--- src/rtl/vram_cpu_port.sv ---
// vram_cpu_port: m6502 bus access to font/attr/cell video RAM (port A) plus a block-fill engine.
module vram_cpu_port #(
    parameter logic [15:0] REG_BASE = 16'h6F00,
    parameter int unsigned RD_LAT   = 2
) (
    input  logic        cpu_clk,
    input  logic        act_reset,
    input  logic        cpu_cs,
    input  logic        cpu_wr,
    input  logic [15:0] cpu_addr,
    input  logic [7:0]  cpu_dataw,
    output logic        cpu_memrdy,
    output logic        cpu_datavalid,
    output logic [7:0]  cpu_datar,
    output logic [13:0] ram_addr,
    output logic [7:0]  ram_wdata,
    output logic        font_we,
    output logic        attr_we,
    output logic        cell_we,
    input  logic [7:0]  font_rdata,
    input  logic [7:0]  attr_rdata,
    input  logic [7:0]  cell_rdata,
    output logic        fill_busy
);

    localparam int unsigned AW  = 16;
    localparam int unsigned RAW = 14;
    localparam int unsigned DW  = 8;
    localparam int unsigned WW  = 4;

    typedef enum logic [2:0] {RGN_NONE, RGN_FONT, RGN_ATTR, RGN_CELL, RGN_REG} region_t;
    typedef enum logic [1:0] {RD_IDLE, RD_1, RD_2} rd_state_t;
    typedef enum logic       {FILL_IDLE, FILL_RUN} fill_state_t;

    // Region decode from address bits [15:3]; the register window is checked first.
    function automatic region_t decode(input logic [AW-4:0] hi);
        region_t r;
        if (hi == REG_BASE[AW-1:3])         r = RGN_REG;
        else if (hi[AW-4:AW-5] == 2'b11)    r = RGN_CELL;
        else if (hi[AW-4:AW-5] == 2'b10)    r = RGN_ATTR;
        else if (hi[AW-4:AW-7] == 4'h7)     r = RGN_FONT;
        else                                r = RGN_NONE;
        return r;
    endfunction

    // Port-A word address: font is 4 KiB, attr and cell are 16 KiB.
    function automatic logic [RAW-1:0] ram_index(input region_t r, input logic [RAW-1:0] a);
        return (r == RGN_FONT) ? {2'b00, a[11:0]} : a;
    endfunction

    rd_state_t          r_rd_state;
    region_t            r_rd_src;
    logic [DW-1:0]      r_rd_reg;
    logic [WW-1:0]      r_rd_wait;

    fill_state_t        r_fill_state;
    logic [AW-1:0]      r_fill_addr;
    logic [AW-1:0]      r_fill_cnt;
    logic [DW-1:0]      r_fill_value;
    logic               r_done;
    logic [AW-1:0]      r_cur_addr;
    logic [AW-1:0]      r_cur_cnt;

    region_t            w_cpu_rgn;
    region_t            w_fill_rgn;
    logic               w_cpu_is_ram;
    logic               w_fill_is_ram;
    logic               w_accept;
    logic               w_reg_wr;
    logic               w_start;
    logic [DW-1:0]      w_reg_rdata;
    logic [DW-1:0]      w_rd_mux;

    assign w_cpu_rgn     = decode(cpu_addr[AW-1:3]);
    assign w_fill_rgn    = decode(r_cur_addr[AW-1:3]);
    assign w_cpu_is_ram  = (w_cpu_rgn == RGN_FONT) || (w_cpu_rgn == RGN_ATTR) || (w_cpu_rgn == RGN_CELL);
    assign w_fill_is_ram = (w_fill_rgn == RGN_FONT) || (w_fill_rgn == RGN_ATTR) || (w_fill_rgn == RGN_CELL);

    assign fill_busy  = (r_fill_state == FILL_RUN);
    assign cpu_memrdy = (r_rd_state == RD_IDLE) && !(fill_busy && w_cpu_is_ram);
    assign w_accept   = cpu_cs && cpu_memrdy;
    assign w_reg_wr   = w_accept && cpu_wr && (w_cpu_rgn == RGN_REG);
    assign w_start    = w_reg_wr && (cpu_addr[2:0] == 3'd5) && cpu_dataw[0] && !fill_busy;

    // Register-window read value, captured when a register read is accepted.
    always_comb begin
        w_reg_rdata = '0;
        case (cpu_addr[2:0])
            3'd0:    w_reg_rdata = r_fill_addr[7:0];
            3'd1:    w_reg_rdata = r_fill_addr[15:8];
            3'd2:    w_reg_rdata = r_fill_cnt[7:0];
            3'd3:    w_reg_rdata = r_fill_cnt[15:8];
            3'd4:    w_reg_rdata = r_fill_value;
            3'd5:    w_reg_rdata = {fill_busy, 6'b0, r_done};
            default: w_reg_rdata = '0;
        endcase
    end

    // Read-data select at the end of RD2; unmapped reads return all ones.
    always_comb begin
        w_rd_mux = 8'hFF;
        case (r_rd_src)
            RGN_FONT: w_rd_mux = font_rdata;
            RGN_ATTR: w_rd_mux = attr_rdata;
            RGN_CELL: w_rd_mux = cell_rdata;
            RGN_REG:  w_rd_mux = r_rd_reg;
            default:  w_rd_mux = 8'hFF;
        endcase
    end

    // CPU read sequencer: address out, RAM sync read, then output register with datavalid strobe.
    always_ff @(posedge cpu_clk or posedge act_reset) begin
        if (act_reset) begin
            r_rd_state    <= RD_IDLE;
            r_rd_src      <= RGN_NONE;
            r_rd_reg      <= '0;
            r_rd_wait     <= '0;
            cpu_datavalid <= 1'b0;
            cpu_datar     <= '0;
        end else begin
            cpu_datavalid <= 1'b0;
            case (r_rd_state)
                RD_IDLE: begin
                    if (w_accept && !cpu_wr) begin
                        r_rd_state <= RD_1;
                        r_rd_src   <= w_cpu_rgn;
                        r_rd_reg   <= w_reg_rdata;
                        r_rd_wait  <= WW'(RD_LAT - 2);
                    end
                end
                RD_1: begin
                    if (r_rd_wait == '0) r_rd_state <= RD_2;
                    else                 r_rd_wait  <= r_rd_wait - 4'd1;
                end
                RD_2: begin
                    r_rd_state    <= RD_IDLE;
                    cpu_datavalid <= 1'b1;
                    cpu_datar     <= w_rd_mux;
                end
                default: r_rd_state <= RD_IDLE;
            endcase
        end
    end

    // Port-A driver: the fill engine owns the port while busy, otherwise CPU RAM accesses.
    always_ff @(posedge cpu_clk or posedge act_reset) begin
        if (act_reset) begin
            ram_addr  <= '0;
            ram_wdata <= '0;
            font_we   <= 1'b0;
            attr_we   <= 1'b0;
            cell_we   <= 1'b0;
        end else begin
            font_we <= 1'b0;
            attr_we <= 1'b0;
            cell_we <= 1'b0;
            if (fill_busy) begin
                if (w_fill_is_ram) begin
                    ram_addr  <= ram_index(w_fill_rgn, r_cur_addr[RAW-1:0]);
                    ram_wdata <= r_fill_value;
                    font_we   <= (w_fill_rgn == RGN_FONT);
                    attr_we   <= (w_fill_rgn == RGN_ATTR);
                    cell_we   <= (w_fill_rgn == RGN_CELL);
                end
            end else if (w_accept && w_cpu_is_ram) begin
                ram_addr <= ram_index(w_cpu_rgn, cpu_addr[RAW-1:0]);
                if (cpu_wr) begin
                    ram_wdata <= cpu_dataw;
                    font_we   <= (w_cpu_rgn == RGN_FONT);
                    attr_we   <= (w_cpu_rgn == RGN_ATTR);
                    cell_we   <= (w_cpu_rgn == RGN_CELL);
                end
            end
        end
    end

    // Fill registers and fill engine: one byte per cycle, sticky done flag.
    always_ff @(posedge cpu_clk or posedge act_reset) begin
        if (act_reset) begin
            r_fill_state <= FILL_IDLE;
            r_fill_addr  <= '0;
            r_fill_cnt   <= '0;
            r_fill_value <= '0;
            r_done       <= 1'b0;
            r_cur_addr   <= '0;
            r_cur_cnt    <= '0;
        end else begin
            if (w_reg_wr && !fill_busy) begin
                case (cpu_addr[2:0])
                    3'd0:    r_fill_addr[7:0]  <= cpu_dataw;
                    3'd1:    r_fill_addr[15:8] <= cpu_dataw;
                    3'd2:    r_fill_cnt[7:0]   <= cpu_dataw;
                    3'd3:    r_fill_cnt[15:8]  <= cpu_dataw;
                    3'd4:    r_fill_value      <= cpu_dataw;
                    default: ;
                endcase
            end
            case (r_fill_state)
                FILL_IDLE: begin
                    if (w_start) begin
                        if (r_fill_cnt == '0) begin
                            r_done <= 1'b1;
                        end else begin
                            r_fill_state <= FILL_RUN;
                            r_done       <= 1'b0;
                            r_cur_addr   <= r_fill_addr;
                            r_cur_cnt    <= r_fill_cnt;
                        end
                    end
                end
                FILL_RUN: begin
                    r_cur_addr <= r_cur_addr + 16'd1;
                    r_cur_cnt  <= r_cur_cnt - 16'd1;
                    if (r_cur_cnt == 16'd1) begin
                        r_fill_state <= FILL_IDLE;
                        r_done       <= 1'b1;
                    end
                end
                default: r_fill_state <= FILL_IDLE;
            endcase
        end
    end

endmodule
--- config.mk ---
export PLATFORM = sky130hd
export DESIGN_NAME = vram_cpu_port
export DESIGN_NICKNAME = d
export VERILOG_FILES = /design/src/rtl/vram_cpu_port.sv
export SDC_FILE = /design/constraint.sdc
export NUM_CORES = 1
export LEC_CHECK = 0
export BUFFER_PORTS_ARGS = -buffer_cell sky130_fd_sc_hd__buf_2
export CAP_MARGIN = 20
export CORE_MARGIN = 4
export CORE_UTILIZATION = 58
export DETAILED_ROUTE_END_ITERATION = 8
export MAX_ROUTING_LAYER = met4
export PLACE_DENSITY = 0.81
export SYNTH_ARGS = -nofsm -noshare
export SYNTH_HDL_FRONTEND = slang
export SYNTH_SLANG_ARGS = --single-unit
--- constraint.sdc ---
create_clock -name cpu_clk -period 5.1 [get_ports cpu_clk]
set_input_delay 1.02 -clock cpu_clk [delete_from_list [all_inputs] [get_ports cpu_clk]]
set_output_delay 1.02 -clock cpu_clk [all_outputs]
set_load 0.01 [all_outputs]
==> load_flow_metrics.sql, run 1 <==
INSERT INTO impl_metrics (metric_group, metric, value, unit) VALUES
('run_status', 'status', 'completed', ''),
('global_route', 'grt_pass1_wl', '26.6', 'mm'),
('setup_path', 'worstPathBufferInverterCount', '2', ''),
('finish', 'final_nets', '723', ''),
('min_path', 'hold_end', 'ram_addr[10]', ''),
('power', 'combinationalPowerShare', '0.079', ''),
('timing', 'rsz0062_at_grt', 'no', ''),
('setup_path', 'timing.critical_path.slowest_cell_delay', '0.60', 'ns'),
('timing', 'skew', '0.00791', 'ns'),
('yosys', 'post_synth_most_frequent_cells', '125 x dfrtp_1, 51 x nand2_1, 46 x mux2i_1, 42 x mux2_2, 38 x o21ai_0', ''),
('routing', 'wl', '16.7', 'mm'),
('yosys', 'most_repeated_cell_in_the_gate_level_netlist_after_synthesis', 'dfrtp_1', ''),
('setup_path', 'worst-endpoint-required', '4.08', 'ns'),
('timing', 'tightest_slew', '0.894', 'ns'),
('timing', 'clock.fmax', '0.320', 'GHz'),
('yosys', 'synth_flop_cell', 'dfrtp_1', ''),
('clock_network', 'clock_path_buffers', '2', ''),
('power', 'power.density_cell_area', '333', 'nW/um2'),
('timing', 'setup_total_negative_slack', '0', 'ns'),
('clock_network', 'cts_tree', 'yes', ''),
('floorplanning', 'dieHeight', '113', 'um'),
('setup_path', 'setup.reg_to_reg.worst_slack', '2.51', 'ns'),
('clock_network', 'cts.sinks', '125', ''),
('routing', 'dr.first_iter.drc_count', '654', ''),
('routing', 'final_antenna_net_count', '0', ''),
('clock_network', 'cts_buffers', '17', ''),
('setup_path', 'r2r-start', 'r_rd_state[1]', ''),
('clock_network', 'htree_levels', '4', ''),
('global_route', 'grt_antenna_before_repair', '0', ''),
('yosys', 'synth_largest_area_cell', 'dfrtp_1', ''),
('global_route', 'first_global_vias', '5089', ''),
('yosys', 'synth-seq-cells', '125', ''),
('setup_path', 'setup.worst_path.class', 'reg2out', ''),
('setup_path', 'worstPathCellList', 'inv_1 > nor2_1 > nor3_1 > buf_2', ''),
('yosys', 'synth-edff-count', '0', ''),
('power', 'clkPwrFrac', '0.497', ''),
('setup_path', 'start_kind', 'flop', ''),
('floorplanning', 'num_rows', '38', ''),
('place', 'port_buffers', '87', ''),
('yosys', 'synthCells', '583', ''),
('timing', 'max_slew_margin', '0.398', ''),
('yosys', 'postSynth.asyncResetShare', '1.00', ''),
('yosys', 'synthesis.nets', '640', ''),
('yosys', 'netlist_cell_types', '60', ''),
('place', 'instance_area_at_placement', '6960', 'um2'),
('floorplanning', 'die_area', '12800', 'um2'),
('timing', 'final_hold_viol_count', '0', ''),
('finish', 'stdcell_area', '7570', 'um2'),
('floorplanning', 'num_io_pins', '88', ''),
('timing', 'setup_failing_eps_final', '0', ''),
('finish', 'drive_gt1_frac', '0.284', ''),
('clock_network', 'clk-insertion-delay-late', '0.52', 'ns'),
('min_path', 'hold_path_depth', '2', ''),
('clock_network', 'clockRootBuffer', 'clkbuf_8', ''),
('place', 'placed_wire_length_estimate', '11.6', 'mm'),
('floorplanning', 'floorplan.initialDensity', '0.594', ''),
('timing', 'finalWorstPathRequiredPeriod', '3.12', 'ns'),
('power', 'internal_power', '1960', 'uW'),
('power', 'p_sw', '559', 'uW'),
('flow_run', 'drv_cap', '0', ''),
('finish', 'multiInputGateArea', '3100', 'um2'),
('global_route', 'grt_max_degree', '58', ''),
('global_route', 'groute.usage.overall', '0.275', ''),
('finish', 'fillers', '740', ''),
('yosys', 'synth_top_cell_area_share', '0.486', ''),
('setup_path', 'r2r.worst_path.cells', '6', ''),
('clock_network', 'cts.hold.buffers_added', '0', ''),
('routing', 'route.vias.total', '5184', ''),
('floorplanning', 'core_region_area', '10800', 'um2'),
('clock_network', 'cts.repair_timing.setup_buffer_count', '0', ''),
('routing', 'detail_route.vias_per_cell', '6.35', '');
## power by group through the flow
| stage | logic, uW | registers (uW) | clock network (uW) |
|---|---|---|---|
| floorplan | 123 | 1080 | 0 |
| global placement | 193 | 1080 | 0 |
| detailed placement | 199 | 1090 | 0 |
| CTS | 201 | 1070 | 1260 |
| global route | 219 | 1070 | 1320 |
| finish | 199 | 1070 | 1250 |
## per-stage QoR
step                 util  hold slack, ns  power (uW)  setup slack, ns  cells
global route        0.699           0.500        2610             1.88    817
global placement    0.640           0.456        1280             1.67    786
finish              0.699           0.479        2520             1.98    817
CTS                 0.699           0.483        2530             1.98    817
detailed placement  0.642           0.469        1290             1.75    787
floorplan               -           0.450        1200            0.752    583
## placed cells by master (no fill, tap or decap), types with 4 or more instances in the layout
cell type,count
dfrtp_1,124
buf_2,87
nand2_1,51
mux2i_1,46
mux2_2,42
o21ai_0,38
nor2_1,33
a21oi_1,24
clkbuf_16,16
nand3_1,13
nor4_1,12
inv_1,12
nor3_1,12
o22ai_1,12
xor2_1,11
a221oi_2,10
a22oi_1,9
xnor2_1,9
o22a_1,8
nor2b_1,7
a221oi_1,7
nand4_1,6
buf_4,6
mux4_2,5
or3_1,5
ha_1,5
clkbuf_8,5
bufinv_16,4
## cells by family (layout without fill, tap and decap cells)
logic type | after synthesis | count (layout) | synth area share
compound gates | 128 | 128 | 0.138
simple gates | 167 | 167 | 0.139
fa+ha+maj | 5 | 5 | 0.00972
mux | 94 | 94 | 0.167
flops | 125 | 125 | 0.486
buf+inv | 44 | 138 | 0.0330
xor+xnor | 20 | 20 | 0.0272
## final cells by class
cell class,instances,area share
Clock inverter,7,0.0178
Clock buffer,23,0.0629
Multi-Input combinational cell,414,0.409
Sequential cell,125,0.413
Timing Repair Buffer,94,0.0671
Tap cell,140,0.0231
Inverter,14,0.00727
## worst reg2reg max path: cells and delay by family, from the launching register on
family / cells / cell delay [ns]
DFF: 1 / 0.44
buffers and inverters: 1 / 0.26
and+or+nand+nor: 3 / 1.32
AOI/OAI and AO/OA: 2 / 0.40
## worst max path at each step
stage                           start             to  slack [ns]
after floorplan             act_reset        attr_we        0.75
final                       fill_busy     cpu_memrdy        1.98
after global routing        fill_busy     cpu_memrdy        1.88
after global placement    cpu_addr[0]   r_cur_cnt[5]        1.67
after detailed placement  cpu_addr[0]  r_cur_cnt[14]        1.75
after CTS                   fill_busy     cpu_memrdy        1.98
## per-layer routing
| metal | part of all wire | track usage |
|---|---|---|
| met1 | 0.41 | 0.359 |
| met2 | 0.49 | 0.434 |
| met3 | 0.078 | 0.0631 |
| met4 | 0.018 | 0.0801 |
| met5 | 0 | - |
No activity file was read; power rests on OpenSTA's default activity.
==> run 2: changes to the inputs <==
- clock period: 5.1 -> 3.3 ns (I/O delays scaled with it)
==> run 2 against run 1 <==
Against the previous run: sequential power increased by 54%; via count about the same; core utilization increased by 0.47 points; die area unchanged; critical endpoint is now fill_busy; first-iteration DRC count decreased by 16%; critical path depth decreased by 2; final area increased by 0.68%; sequential share of layout area decreased by 0.28 points; register-to-register slack got worse by 1.6 ns; final cell count increased by 0.49%; clock power increased by 60%; worst hold slack got worse by 0.17 ns.
==> load_flow_metrics.sql, run 2 (synthesis gave the netlist of run 1 again) <==
INSERT INTO impl_metrics (metric_group, metric, value, unit) VALUES
('timing', 'setup_failing_eps_final', '0', ''),
('routing', 'dr.first_iter.drc_count', '551', ''),
('timing', 'clock.fmax', '0.375', 'GHz'),
('floorplanning', 'dieHeight', '113', 'um'),
('setup_path', 'crit_path_end_kind', 'output port', ''),
('timing', 'finalWorstPathRequiredPeriod', '2.66', 'ns'),
('power', 'clkPwrFrac', '0.503', ''),
('clock_network', 'clk-insertion-delay-late', '0.53', 'ns'),
('clock_network', 'clock_path_buffers', '2', ''),
('floorplanning', 'floorplan.initialDensity', '0.594', ''),
('global_route', 'grt_max_degree', '48', ''),
('routing', 'final_antenna_net_count', '0', ''),
('timing', 'min_period_over_period', '0.807', ''),
('floorplanning', 'num_io_pins', '88', ''),
('global_route', 'grt_pass1_wl', '27.1', 'mm'),
('floorplanning', 'core_region_area', '10800', 'um2'),
('finish', 'final_nets', '725', ''),
('power', 'internal_power', '3060', 'uW'),
('setup_path', 'timing.critical_path.slowest_cell_delay', '0.69', 'ns'),
('routing', 'drt-wirelength-per-cell', '20.4', 'um'),
('clock_network', 'cts.repair_timing.setup_buffer_count', '0', ''),
('timing', 'final_hold_viol_count', '0', ''),
('floorplanning', 'die_area', '12800', 'um2'),
('timing', 'tightest_slew', '0.914', 'ns'),
('run_status', 'status', 'completed', ''),
('global_route', 'first_global_vias', '5213', ''),
('routing', 'detail_route.vias_per_cell', '6.32', ''),
('routing', 'drc', '0', ''),
('setup_path', 'start_kind', 'flop', ''),
('timing', 'skew', '0.00774', 'ns'),
('power', 'power.density_cell_area', '521', 'nW/um2'),
('finish', 'drive_gt1_frac', '0.291', ''),
('power', 'netSwitchingFraction', '0.229', ''),
('finish', 'layout.cells.most_common', 'dfrtp_1', ''),
('finish', 'syn_to_final_growth', '18.5', '%'),
('clock_network', 'cts.sinks', '125', ''),
('clock_network', 'htree_levels', '4', ''),
('place', 'placed_wire_length_estimate', '11.7', 'mm'),
('clock_network', 'worst_setup_hold_path_clk_slew', '0.06', 'ns'),
('min_path', 'worst_min_delay_path_category', 'in2async', ''),
('setup_path', 'setup.worst_path.class', 'reg2out', ''),
('place', 'place_inst', '789', ''),
('power', 'seq_power_share', '0.417', ''),
('finish', 'fin_cells', '821', ''),
('clock_network', 'clockRootBuffer', 'clkbuf_8', ''),
('setup_path', 'path_max_fanout', '39', ''),
('finish', 'final_cell_mix', '124 x dfrtp_1, 87 x buf_2, 51 x nand2_1, 46 x mux2i_1, 42 x mux2_2', ''),
('timing', 'slew_viol_final', '0', ''),
('timing', 'setup_total_negative_slack', '0', 'ns'),
('global_route', 'aggregate_global_routing_overflow', '0', ''),
('place', 'routabilityCongestion', '0.865', ''),
('setup_path', 'worstPathCellList', 'buf_4 > buf_2', ''),
('power', 'ir_worst_vdd', '0.381', 'mV'),
('power', 'p_sw', '908', 'uW'),
('place', 'port_buffers', '87', ''),
('clock_network', 'cts_tree', 'yes', ''),
('floorplanning', 'num_rows', '38', ''),
('clock_network', 'post_cts_resized', '0', ''),
('power', 'combinationalPowerShare', '0.080', ''),
('clock_network', 'cts.hold.buffers_added', '0', ''),
('flow_run', 'drv_cap', '0', ''),
('timing', 'rsz0062_at_grt', 'no', ''),
('power', 'power.leakage', '0.00358', 'uW'),
('global_route', 'groute.usage.overall', '0.279', ''),
('routing', 'route.vias.total', '5185', ''),
('routing', 'wl', '16.7', 'mm'),
('finish', 'final_core_utilization', '0.703', ''),
('setup_path', 'critPathArrivalTime', '2.00', 'ns'),
('timing', 'max_slew_margin', '0.389', ''),
('clock_network', 'cts_buffers', '17', ''),
('setup_path', 'critical-path-slowest-cell', 'dfrtp_2', ''),
('routing', 'detailedRoute.firstPassIterationCount', '5', ''),
('floorplanning', 'die_width', '113', 'um'),
('global_route', 'grt_antenna_before_repair', '0', ''),
('setup_path', 'worst-endpoint-required', '2.64', 'ns'),
('finish', 'antenna_cells_inserted', '0', '');
[run 2: cell count changes in the layout (fill, tap and decap cells not counted), sizes merged]
cell	change
clkinvlp	+3
inv	-1
buf	+2
clkinv	+1
clkbuf	-1
[run 2: layout make-up]
cell class                 count  area (um2)
fill                         770        3210
sequential                   125        3130
multi-input combinational    414        3100
timing repair buffer          96         528
clock buffer                  22         483
tap                          140         175
clock inverter                10         159
inverter                      14        56.3
[run 2: per-layer routing]
metal / routed length [um] / share of wire / track usage
met3: 1330 / 0.079 / 0.0658
met2: 8300 / 0.50 / 0.441
met5: 0 / 0 / -
met4: 250 / 0.015 / 0.0913
met1: 6840 / 0.41 / 0.357
[run 2: path summary, 6_finish.rpt]
| check | startpoint | to | slack [ns] | cells past startpoint |
|---|---|---|---|---|
| min | act_reset | r_cur_cnt[8] | 0.31 | 2 |
| max | fill_busy | fill_busy | 0.64 | 2 |
| max in group asynchronous | act_reset | attr_we | 2.26 | 3 |
| min reg2reg | ram_wdata[1] | ram_wdata[1] | 0.48 | 2 |
| max reg2reg | fill_busy | r_cur_addr[15] | 0.93 | 6 |
| min in group cpu_clk | cpu_addr[14] | attr_we | 0.37 | 2 |
[run 2: worst max-delay path, delay by kind of cell (launching register included)]
family / cells / cell delay, ns
flops: 1 / 0.69
buf+inv: 2 / 0.78
[run 2: metrics by stage]
stage | instance area, um2 | power (uW) | hold slack [ns] | worst slack (ns)
detailed placement | 6980 | 2000 | 0.469 | 0.537
floorplan | 6440 | 1860 | 0.450 | 0.957
finish | 7630 | 3970 | 0.310 | 0.637
global route | 7630 | 4100 | 0.356 | 0.544
CTS | 7630 | 3990 | 0.318 | 0.612
global placement | 6980 | 1980 | 0.456 | 0.617
[run 2: power by group through the flow]
stage | Sequential [uW] | Clock, uW | Combinational [uW]
2_1_floorplan | 1670 | 0 | 190
3_3_place_gp | 1670 | 0 | 306
3_5_place_dp | 1680 | 0 | 317
4_1_cts | 1650 | 2020 | 320
5_1_grt | 1660 | 2090 | 348
6_report | 1650 | 2000 | 318
==> run 3: changes to the inputs <==
- clock period: 3.3 -> 2.6 ns (I/O delays scaled with it)
==> run 3 against run 2 <==
Against the previous run: worst setup slack got worse by 0.33 ns; clock skew up 0.0024 ns; clock power grew 13%; sequential cell count stayed put; register-to-register slack worse by 0.62 ns; combinational power rose by 26%; power rose by 20%; sequential share of layout area rose by 0.054 points; first-iteration DRC count is 1.3% lower; sequential power grew 27%; non-clock buffer count increased by 9.
==> load_flow_metrics.sql, run 3 (synthesis gave the netlist of run 1 again) <==
INSERT INTO impl_metrics (metric_group, metric, value, unit) VALUES
('routing', 'detail_route.vias_per_cell', '6.35', ''),
('clock_network', 'clockRootBuffer', 'clkbuf_8', ''),
('floorplanning', 'die_width', '113', 'um'),
('finish', 'drive_gt1_frac', '0.295', ''),
('power', 'power.density_cell_area', '625', 'nW/um2'),
('finish', 'fillers', '761', ''),
('setup_path', 'worst-endpoint-required', '2.97', 'ns'),
('clock_network', 'post_cts_resized', '0', ''),
('timing', 'final_hold_viol_count', '0', ''),
('floorplanning', 'num_rows', '38', ''),
('routing', 'detailedRoute.firstPassIterationCount', '6', ''),
('min_path', 'worst_min_delay_path_category', 'in2async', ''),
('setup_path', 'critPathArrivalTime', '2.66', 'ns'),
('setup_path', 'crit_path_end_kind', 'flop', ''),
('floorplanning', 'dieHeight', '113', 'um'),
('finish', 'antenna_cells_inserted', '0', ''),
('timing', 'finalWorstPathRequiredPeriod', '2.29', 'ns'),
('floorplanning', 'core_region_area', '10800', 'um2'),
('floorplanning', 'num_io_pins', '88', ''),
('timing', 'slew_viol_final', '0', ''),
('timing', 'setup_failing_eps_final', '0', ''),
('place', 'place_inst', '798', ''),
('clock_network', 'clock_path_buffers', '2', ''),
('clock_network', 'cts.hold.buffers_added', '0', ''),
('timing', 'clock.fmax', '0.436', 'GHz'),
('finish', 'syn_to_final_growth', '18.3', '%'),
('finish', 'layout.cells.most_common', 'dfrtp_1', ''),
('timing', 'setup_total_negative_slack', '0', 'ns'),
('global_route', 'groute.usage.overall', '0.275', ''),
('setup_path', 'setup.worst_path.class', 'reg2reg', ''),
('setup_path', 'worstPathBufferInverterCount', '1', ''),
('setup_path', 'r2r-start', 'r_rd_state[1]', ''),
('power', 'power.leakage', '0.00359', 'uW'),
('clock_network', 'cts.sinks', '125', ''),
('timing', 'tightest_slew', '0.636', 'ns'),
('place', 'port_buffers', '87', ''),
('finish', 'fin_cells', '828', ''),
('clock_network', 'cts_buffers', '17', ''),
('finish', 'final_cell_mix', '124 x dfrtp_1, 87 x buf_2, 51 x nand2_1, 46 x mux2i_1, 42 x mux2_2', ''),
('timing', 'max_slew_margin', '0.572', ''),
('place', 'routabilityCongestion', '0.900', ''),
('finish', 'final_nets', '734', ''),
('routing', 'drc', '0', ''),
('setup_path', 'r2r.worst_path.cells', '6', ''),
('place', 'placed_wire_length_estimate', '11.3', 'mm'),
('setup_path', 'start_kind', 'flop', ''),
('timing', 'rsz0062_at_grt', 'no', ''),
('setup_path', 'critPathTopFamily', 'simple AND/OR/NAND/NOR gates', ''),
('power', 'ir_worst_vdd', '0.379', 'mV'),
('setup_path', 'worstReg2RegEnd', 'r_cur_cnt[5]', ''),
('global_route', 'grt_antenna_before_repair', '0', ''),
('global_route', 'aggregate_global_routing_overflow', '0', ''),
('global_route', 'first_global_vias', '5224', ''),
('timing', 'skew', '0.0101', 'ns'),
('clock_network', 'worst_setup_hold_path_clk_slew', '0.06', 'ns'),
('clock_network', 'cts_tree', 'yes', ''),
('setup_path', 'path_max_fanout', '23', ''),
('floorplanning', 'floorplan.initialDensity', '0.594', ''),
('routing', 'dr.first_iter.drc_count', '544', ''),
('setup_path', 'worstPathCellList', 'nor3b_2 > or3b_1 > or3_1 > buf_12 > a221oi_1 > a31oi_1', ''),
('setup_path', 'critical-path-slowest-cell', 'dfrtp_1', ''),
('clock_network', 'clk-insertion-delay-late', '0.53', 'ns'),
('floorplanning', 'die_area', '12800', 'um2'),
('routing', 'drt-wirelength-per-cell', '19.9', 'um'),
('timing', 'min_period_over_period', '0.883', ''),
('clock_network', 'cts.repair_timing.setup_buffer_count', '0', ''),
('setup_path', 'setup.reg_to_reg.worst_slack', '0.31', 'ns'),
('clock_network', 'htree_levels', '4', ''),
('global_route', 'grt_max_degree', '126', ''),
('run_status', 'status', 'completed', ''),
('routing', 'wl', '16.5', 'mm'),
('flow_run', 'drv_cap', '0', ''),
('routing', 'final_antenna_net_count', '0', ''),
('global_route', 'grt_pass1_wl', '27.1', 'mm'),
('routing', 'route.vias.total', '5260', ''),
('setup_path', 'timing.critical_path.slowest_cell_delay', '0.44', 'ns');
==> run 3: how the worst max path moves through the flow <==
stage                  start              to  slack [ns]  cells past startpoint
2_1_floorplan    cpu_addr[1]    r_cur_cnt[5]        0.40                      8
3_3_place_gp     cpu_addr[4]   r_cur_cnt[14]        0.15                      7
3_5_place_dp     cpu_addr[4]  r_cur_addr[13]        0.07                      6
4_1_cts        r_rd_state[1]    r_cur_cnt[5]        0.32                      6
5_1_grt        r_rd_state[1]   r_cur_cnt[14]        0.18                      6
6_report       r_rd_state[1]    r_cur_cnt[5]        0.31                      6
==> run 3: layer usage <==
| layer | track usage | part of all wire | vias to the layer above |
|---|---|---|---|
| met2 | 0.420 | 0.48 | 287 |
| met5 | - | 0 | - |
| met1 | 0.366 | 0.41 | 2580 |
| met3 | 0.0652 | 0.084 | 44 |
| met4 | 0.0921 | 0.024 | 0 |
| li1 | - | - | 2349 |
==> run 3: worst register-to-register path: cells and delay by family (launching register included) <==
family	cells	cell delay, ns
AND/OR/NAND/NOR	3	1.13
flip-flops	1	0.44
AO/OA/AOI/OAI	2	0.36
buffers and inverters	1	0.20
==> run 3: cell type report <==
class	instances	area, um2	area share
Multi-Input combinational cell	414	3100	0.406
Tap cell	140	175	0.0230
Timing Repair Buffer	105	596	0.0782
Clock buffer	23	477	0.0626
Clock inverter	7	87.6	0.0115
Inverter	14	56.3	0.00739
Sequential cell	125	3130	0.411
==> run 3: per-stage QoR <==
stage                     utilization  hold WS (ns)  instance area (um2)  power (uW)  setup slack, ns
after floorplan                     -         0.450                 6440        2360            0.397
after global placement          0.651         0.458                 7050        2510            0.145
after detailed placement        0.651         0.465                 7050        2530           0.0668
after CTS                       0.703         0.202                 7620        4790            0.324
after global routing            0.703         0.230                 7620        4930            0.182
final                           0.703         0.189                 7620        4760            0.305
==> run 3: power by group <==
part           internal [uW]  leakage, uW  switching, uW
clock                   1450     0.000280            816
sequential              2020      0.00159           73.5
combinational            183      0.00173            218
total                   3650      0.00359           1110
